<file path="config.mk">
export PLATFORM = sky130hd
export DESIGN_NAME = regfile_wb_scheduler
export DESIGN_NICKNAME = d
export VERILOG_FILES = /design/src/rtl/regfile_wb_scheduler_pkg.sv /design/src/rtl/regfile_wb_scheduler_wb_scoreboard.sv /design/src/rtl/regfile_wb_scheduler.sv
export SDC_FILE = /design/constraint.sdc
export NUM_CORES = 1
export LEC_CHECK = 0
export BUFFER_PORTS_ARGS = -buffer_cell sky130_fd_sc_hd__clkbuf_2
export CAP_MARGIN = 25
export CORE_ASPECT_RATIO = 0.75
export CORE_MARGIN = 2
export CORE_UTILIZATION = 50
export CTS_CLUSTER_DIAMETER = 200
export DETAILED_ROUTE_END_ITERATION = 10
export PLACE_DENSITY = 0.82
export SYNTH_ARGS = -nofsm -noshare
export SYNTH_HDL_FRONTEND = slang
export SYNTH_SLANG_ARGS = --single-unit
export TNS_END_PERCENT = 100
</file>
<file path="constraint.sdc">
create_clock -name clk -period 6.1 [get_ports clk]
set_input_delay 1.83 -clock clk [delete_from_list [all_inputs] [get_ports clk]]
set_output_delay 1.83 -clock clk [all_outputs]
set_load 0.01 [all_outputs]
</file>
<file path="src/rtl/regfile_wb_scheduler_pkg.sv">
// Purpose: shared constants and FSM state encoding for the register-file
// writeback scheduler and its scoreboard.
// Ports: none (package).
package regfile_wb_scheduler_pkg;

  localparam int NREGS  = 32;
  localparam int ADDR_W = 5;
  localparam int DATA_W = 32;

  typedef enum logic [1:0] {
    ST_IDLE  = 2'd0,
    ST_WAIT  = 2'd1,
    ST_FORCE = 2'd2
  } wb_state_e;

endpackage

</file>
<file path="src/rtl/regfile_wb_scheduler_wb_scoreboard.sv">
// Purpose: per-register busy bits for long-latency-unit destinations that
// are still outstanding, plus the lookups the scheduler needs.
// Ports:
//   clk, rst                 clock, async active-high reset (clears all busy bits)
//   set_en, set_idx          mark a register busy (r0 is ignored)
//   clr_en, clr_idx          mark a register free
//   rs1, rs2                 decode-stage sources, drive hazard
//   issue_idx/pipe_idx/lu_idx lookups returning issue_busy/pipe_busy/lu_busy
//   hazard                   a nonzero rs1 or rs2 is busy
module wb_scoreboard
  import regfile_wb_scheduler_pkg::*;
(
  input  logic              clk,
  input  logic              rst,
  input  logic              set_en,
  input  logic [ADDR_W-1:0] set_idx,
  input  logic              clr_en,
  input  logic [ADDR_W-1:0] clr_idx,
  input  logic [ADDR_W-1:0] rs1,
  input  logic [ADDR_W-1:0] rs2,
  input  logic [ADDR_W-1:0] issue_idx,
  input  logic [ADDR_W-1:0] pipe_idx,
  input  logic [ADDR_W-1:0] lu_idx,
  output logic              hazard,
  output logic              issue_busy,
  output logic              pipe_busy,
  output logic              lu_busy
);

  logic [NREGS-1:0] busy_q, busy_d;

  // Set and clear of different registers in one cycle both take effect;
  // r0 can never become busy.
  always_comb begin
    busy_d = busy_q;
    if (clr_en) busy_d[clr_idx] = 1'b0;
    if (set_en) busy_d[set_idx] = 1'b1;
    busy_d[0] = 1'b0;
  end

  always_ff @(posedge clk or posedge rst) begin
    if (rst) busy_q <= '0;
    else     busy_q <= busy_d;
  end

  // Lookups use the registered bits, so a register being written back this
  // cycle still reads as busy until the next cycle.
  assign hazard     = ((rs1 != '0) && busy_q[rs1]) || ((rs2 != '0) && busy_q[rs2]);
  assign issue_busy = busy_q[issue_idx];
  assign pipe_busy  = busy_q[pipe_idx];
  assign lu_busy    = busy_q[lu_idx];

endmodule

</file>
<file path="src/rtl/regfile_wb_scheduler.sv">
// Purpose: owns the single register-file write port, arbitrating it between
// the in-order pipeline writeback and the long-latency unit (LU). The LU is
// guaranteed service within MAX_WAIT+1 cycles by stalling the pipe once.
// Ports:
//   clk, rst                               clock, async active-high reset
//   pipe_wb_valid/rd/data, pipe_stall      pipeline writeback request / hold
//   lu_issue_valid/rd, lu_issue_ready      LU issue into the scoreboard
//   lu_wb_valid/rd/data, lu_wb_ready       LU result handshake
//   rs1, rs2, hazard                       decode-stage read hazard check
//   rf_we, rf_wr, rf_wd                    register file write port
//   err                                    sticky protocol error
module regfile_wb_scheduler
  import regfile_wb_scheduler_pkg::*;
#(
  parameter int MAX_WAIT = 4
) (
  input  logic              clk,
  input  logic              rst,
  input  logic              pipe_wb_valid,
  input  logic [ADDR_W-1:0] pipe_wb_rd,
  input  logic [DATA_W-1:0] pipe_wb_data,
  output logic              pipe_stall,
  input  logic              lu_issue_valid,
  input  logic [ADDR_W-1:0] lu_issue_rd,
  output logic              lu_issue_ready,
  input  logic              lu_wb_valid,
  input  logic [ADDR_W-1:0] lu_wb_rd,
  input  logic [DATA_W-1:0] lu_wb_data,
  output logic              lu_wb_ready,
  input  logic [ADDR_W-1:0] rs1,
  input  logic [ADDR_W-1:0] rs2,
  output logic              hazard,
  output logic              rf_we,
  output logic [ADDR_W-1:0] rf_wr,
  output logic [DATA_W-1:0] rf_wd,
  output logic              err
);

  localparam int CNT_W = $clog2(MAX_WAIT + 1);

  wb_state_e         state_q, state_d;
  logic [CNT_W-1:0]  wait_cnt_q, wait_cnt_d;
  logic              err_q, err_d;
  logic              pipe_grant, lu_grant;
  logic              issue_busy, pipe_busy, lu_busy;

  // Arbiter: the pipe normally wins; wait_cnt counts consecutive cycles the
  // LU was blocked, and FORCE gives the LU one guaranteed slot. Grants are
  // suppressed while rst is high so nothing commits during reset.
  always_comb begin
    state_d    = state_q;
    wait_cnt_d = wait_cnt_q;
    pipe_grant = 1'b0;
    lu_grant   = 1'b0;
    pipe_stall = 1'b0;
    case (state_q)
      ST_IDLE: begin
        if (lu_wb_valid && !pipe_wb_valid) begin
          lu_grant = 1'b1;
        end else if (lu_wb_valid && pipe_wb_valid) begin
          pipe_grant = 1'b1;
          wait_cnt_d = CNT_W'(1);
          state_d    = (wait_cnt_d >= CNT_W'(MAX_WAIT)) ? ST_FORCE : ST_WAIT;
        end else begin
          pipe_grant = pipe_wb_valid;
        end
      end
      ST_WAIT: begin
        if (!pipe_wb_valid) begin
          lu_grant   = lu_wb_valid;
          wait_cnt_d = '0;
          state_d    = ST_IDLE;
        end else begin
          pipe_grant = 1'b1;
          wait_cnt_d = wait_cnt_q + CNT_W'(1);
          if (wait_cnt_d >= CNT_W'(MAX_WAIT)) state_d = ST_FORCE;
        end
      end
      ST_FORCE: begin
        lu_grant   = lu_wb_valid;
        pipe_stall = pipe_wb_valid;
        wait_cnt_d = '0;
        state_d    = ST_IDLE;
      end
      default: begin
        wait_cnt_d = '0;
        state_d    = ST_IDLE;
      end
    endcase
    if (rst) begin
      pipe_grant = 1'b0;
      lu_grant   = 1'b0;
      pipe_stall = 1'b0;
    end
  end

  // Protocol errors: the pipe overwriting a register the LU still owns, or an
  // LU result for a register that was never issued. r0 results are exempt
  // because r0 issues never mark busy.
  always_comb begin
    err_d = err_q;
    if (pipe_grant && pipe_busy) err_d = 1'b1;
    if (lu_wb_valid && (lu_wb_rd != '0) && !lu_busy) err_d = 1'b1;
  end

  always_ff @(posedge clk or posedge rst) begin
    if (rst) begin
      state_q    <= ST_IDLE;
      wait_cnt_q <= '0;
      err_q      <= 1'b0;
    end else begin
      state_q    <= state_d;
      wait_cnt_q <= wait_cnt_d;
      err_q      <= err_d;
    end
  end

  wb_scoreboard u_scoreboard (
    .clk        (clk),
    .rst        (rst),
    .set_en     (lu_issue_valid && lu_issue_ready),
    .set_idx    (lu_issue_rd),
    .clr_en     (lu_grant),
    .clr_idx    (lu_wb_rd),
    .rs1        (rs1),
    .rs2        (rs2),
    .issue_idx  (lu_issue_rd),
    .pipe_idx   (pipe_wb_rd),
    .lu_idx     (lu_wb_rd),
    .hazard     (hazard),
    .issue_busy (issue_busy),
    .pipe_busy  (pipe_busy),
    .lu_busy    (lu_busy)
  );

  assign lu_issue_ready = !issue_busy;
  assign lu_wb_ready    = lu_grant;
  assign rf_we          = (pipe_grant && (pipe_wb_rd != '0)) || (lu_grant && (lu_wb_rd != '0));
  assign rf_wr          = lu_grant ? lu_wb_rd : pipe_wb_rd;
  assign rf_wd          = lu_grant ? lu_wb_data : pipe_wb_data;
  assign err            = err_q;

endmodule

</file>
==> summary.txt <==
Clock network
  – Worst-path clk slew: 0.08 ns
  – Setup bufs post-CTS: 0
  – Clock latency on the worst-skew pair: 0.30 ns
  – CTS buffer count: 5
  – TritonCTS clock tree: yes
  – CTS root buffer: clkbuf_8
  – Clock tree buffer depth: 2
  – H-tree Lvls: 2
  – Post-CTS resize count: 0
  – Clock Sinks: 37
  – CTS Hold Bufs: 0

Cells and area
  – Final nets: 600
  – Share of cells above drive strength 1: 37.0%
  – Area Overhead vs Synth: 23.2%
  – Filler Cells Inserted: 551
  – Inserted Diodes: 0

STA
  – RSZ-0062 raised after global routing: false
  – Final period util: 88.0%
  – FMAX: 0.186 GHz
  – Slew HR: 66.2%
  – Final hold violation count: 0
  – Actual slew at the worst max-slew pin: 0.507 ns
  – Final setup violation count: 0
  – Slew Viols, Final: 0
  – Min Hold Slack: 0.523 ns
  – Min cycle time layout: 5.37 ns
  – Post-Route Setup TNS: 0 ns
  – Clock Skews: 0.00911 ns

Logic synthesis
  – Number of synthesized flops with an enable pin: 0
  – Mapped cell area: 3380 um2
  – Synth Flop Type: dfrtp_1
  – Largest cells by area after synthesis: dfrtp_1 27%, mux4_2 23%, nand2_1 14%
  – Sequential element share of the synthesized area: 27.4%
  – Synth unique cells: 46
  – Syn_nets: 478
  – Yosys top cell by area: dfrtp_1
  – Fraction of registers with async set/reset: 100%
  – Yosys reg bits: 37
  – Synth Instances: 383
  – Ys Warns: 0
  – Mean Syn Cell Area: 8.81 um2
  – Synth top area share: 27.4%

Worst setup path
  – Number of cells on the critical path: 6
  – Crit start category: input pin
  – Worst setup EP type: output pin
  – Critical path buffers and inverters: 2
  – Reg2reg setup slack: 4.06 ns
  – Largest stage delay, worst path: 0.55 ns
  – Critical Path AT: 3.54 ns
  – Reg2reg end: u_scoreboard.busy_q[27]
  – CP required: 4.27 ns
  – Reg2Reg Depth: 6
  – Most used cell, CP: clkbuf_2
  – Reg2Reg Launch Point: state_q[1]
  – CP Max Fanout: 12
  – Slowest-stage cell, CP: mux4_2
  – Critical path cell sequence: clkbuf_2 > mux4_2 > a32oi_1 > and3_1 > a21boi_1 > clkbuf_2
  – Top delay family on crit path: multiplexers
  – WS Path Type: input pin to output pin

Global route
  – GRT Total Usage: 31.4%
  – Total congestion overflow: 0
  – First-pass GRT wire length: 17.7 mm
  – Antenna violations before repair: 0
  – Number of global-route vias before repair: 3,351
  – Largest net degree at the start of global routing: 40

Route
  – DR vias: 3,688
  – Drt wl/cell: 20.3 um
  – Via density: 6.28
  – Final WL: 11.9 mm
  – DRC Markers: 0
  – Post-route antenna net violation count: 0
  – Iteration-0 DRC Markers: 353
  – First-pass iteration count of the detailed router: 5

Placement
  – Port bufs: 136
  – GPL Wtd Cong: 0.974
  – Hpwl dp: 9.26 mm

Floorplan
  – Initial Utilization: 52.6%
  – Row count: 25
  – Die Ht: 75.2 um
  – Core Box Area: 6410 um2
  – Die width: 98.9 um
  – # IOs: 137
  – Die area: 7430 um2

Outcome
  – Status: complete, no violations

Flow run
  – Max Cap Viol: 0

Pwr
  – Leakage dissipation: 1.99 nW
  – VDD IR-drop max: 0.179 mV
  – Power Dens Cells: 247 nW/um2

Hold path
  – Worst Hold End: err
  – Hold/Removal Path Class: flip-flop to flip-flop
  – Hold path depth: 2
  – Min-delay src: err
[registers in the layout (all words and copies together) (netlist names)]
name and cells:
wait_cnt_q 3, err 1, u_scoreboard.busy_q 31, state_q 2
[cell type report]
type	count	area (um2)	share of cell area (%)
Inverter	3	11.3	0.271
Tap cell	81	101	2.44
Sequential cell	37	926	22.3
Multi-Input combinational cell	319	2320	55.8
Clock buffer	6	82.6	1.98
Timing Repair Buffer	139	703	16.9
Clock inverter	2	13.8	0.331
[per-stage QoR]
| stage | cells | area [um2] | worst slack, ns | total power [mW] | utilization, % |
|---|---|---|---|---|---|
| 5_1_grt | 587 | 4160 | 0.634 | 1.08 | 64.9 |
| 4_1_cts | 587 | 4160 | 0.736 | 1.01 | 64.9 |
| 6_report | 587 | 4160 | 0.731 | 1.03 | 64.9 |
| 3_3_place_gp | 579 | 4060 | 0.769 | 0.806 | 63.4 |
| 3_5_place_dp | 579 | 4060 | 0.749 | 0.826 | 63.4 |
| 2_1_floorplan | 383 | 3380 | 0.429 | 0.665 | - |
[cells in the mapped netlist, drive strengths merged (2+ instances only)]
cell / number
a21oi: 3
a31oi: 3
and3: 2
buf: 10
clkbuf: 14
dfrtp: 37
inv: 3
mux2: 2
mux2i: 9
mux4: 39
nand2: 127
nand2b: 7
nand3: 5
nand3b: 10
nand4: 5
nor2: 12
nor2b: 3
nor3: 2
nor3b: 4
o21ai: 64
or3: 3
or3b: 2
[worst max path at each step]
stage / start / endpoint / slack (ns)
after floorplan: rst / rf_wd[10] / 0.43
after global placement: lu_issue_rd[0] / lu_issue_ready / 0.77
after detailed placement: lu_issue_rd[0] / lu_issue_ready / 0.75
after CTS: lu_issue_rd[0] / lu_issue_ready / 0.74
after global routing: lu_issue_rd[0] / lu_issue_ready / 0.63
final: lu_issue_rd[0] / lu_issue_ready / 0.73
[where the power goes]
part           internal, mW  total, mW  leakage (nW)  switching, mW
clock network        0.0917      0.187        0.0512         0.0958
registers             0.308      0.437         0.443          0.129
logic                 0.228      0.403          1.49          0.175
total                 0.628       1.03          1.99          0.399
[worst register-to-register path, stage by stage, from the launching register on]
cell and delay, ns:
dfrtp_1 0.46, nand2b_1 0.22, nand4_1 0.13, inv_1 0.28, nand3_1 0.36, o21ai_0 0.28
o21ai_0 0.15
[cells by family after synthesis]
group | share of synthesized area, %
AO/OA/AOI/OAI | 13.1
XOR/XNOR | 0.259
adder cells (fa/ha/maj) | 0.371
buffers and inverters | 3.78
flip-flops | 27.4
multiplexers | 30.0
AND/OR/NAND/NOR | 25.0
[per-layer routing]
metal / up-vias / share of wire (%) / global-route usage [%]
met1: 1759 / 39 / 47.0
met3: 33 / 14 / 8.73
met5: - / 0 / 0
li1: 1657 / - / -
met2: 239 / 46 / 43.9
met4: 0 / 1.8 / 11.1
[cells in the final DEF, fill, tap and decap left out, drive strengths merged, types with 4 or more instances in the layout]
cell type,count
dfrtp,37
nand3,5
o21ai,64
nand3b,10
nand2b,7
clkbuf,142
mux4,39
nor3b,4
nor2,12
mux2i,9
nand2,127
nand4,5
No activity file was read; power rests on OpenSTA's default activity.
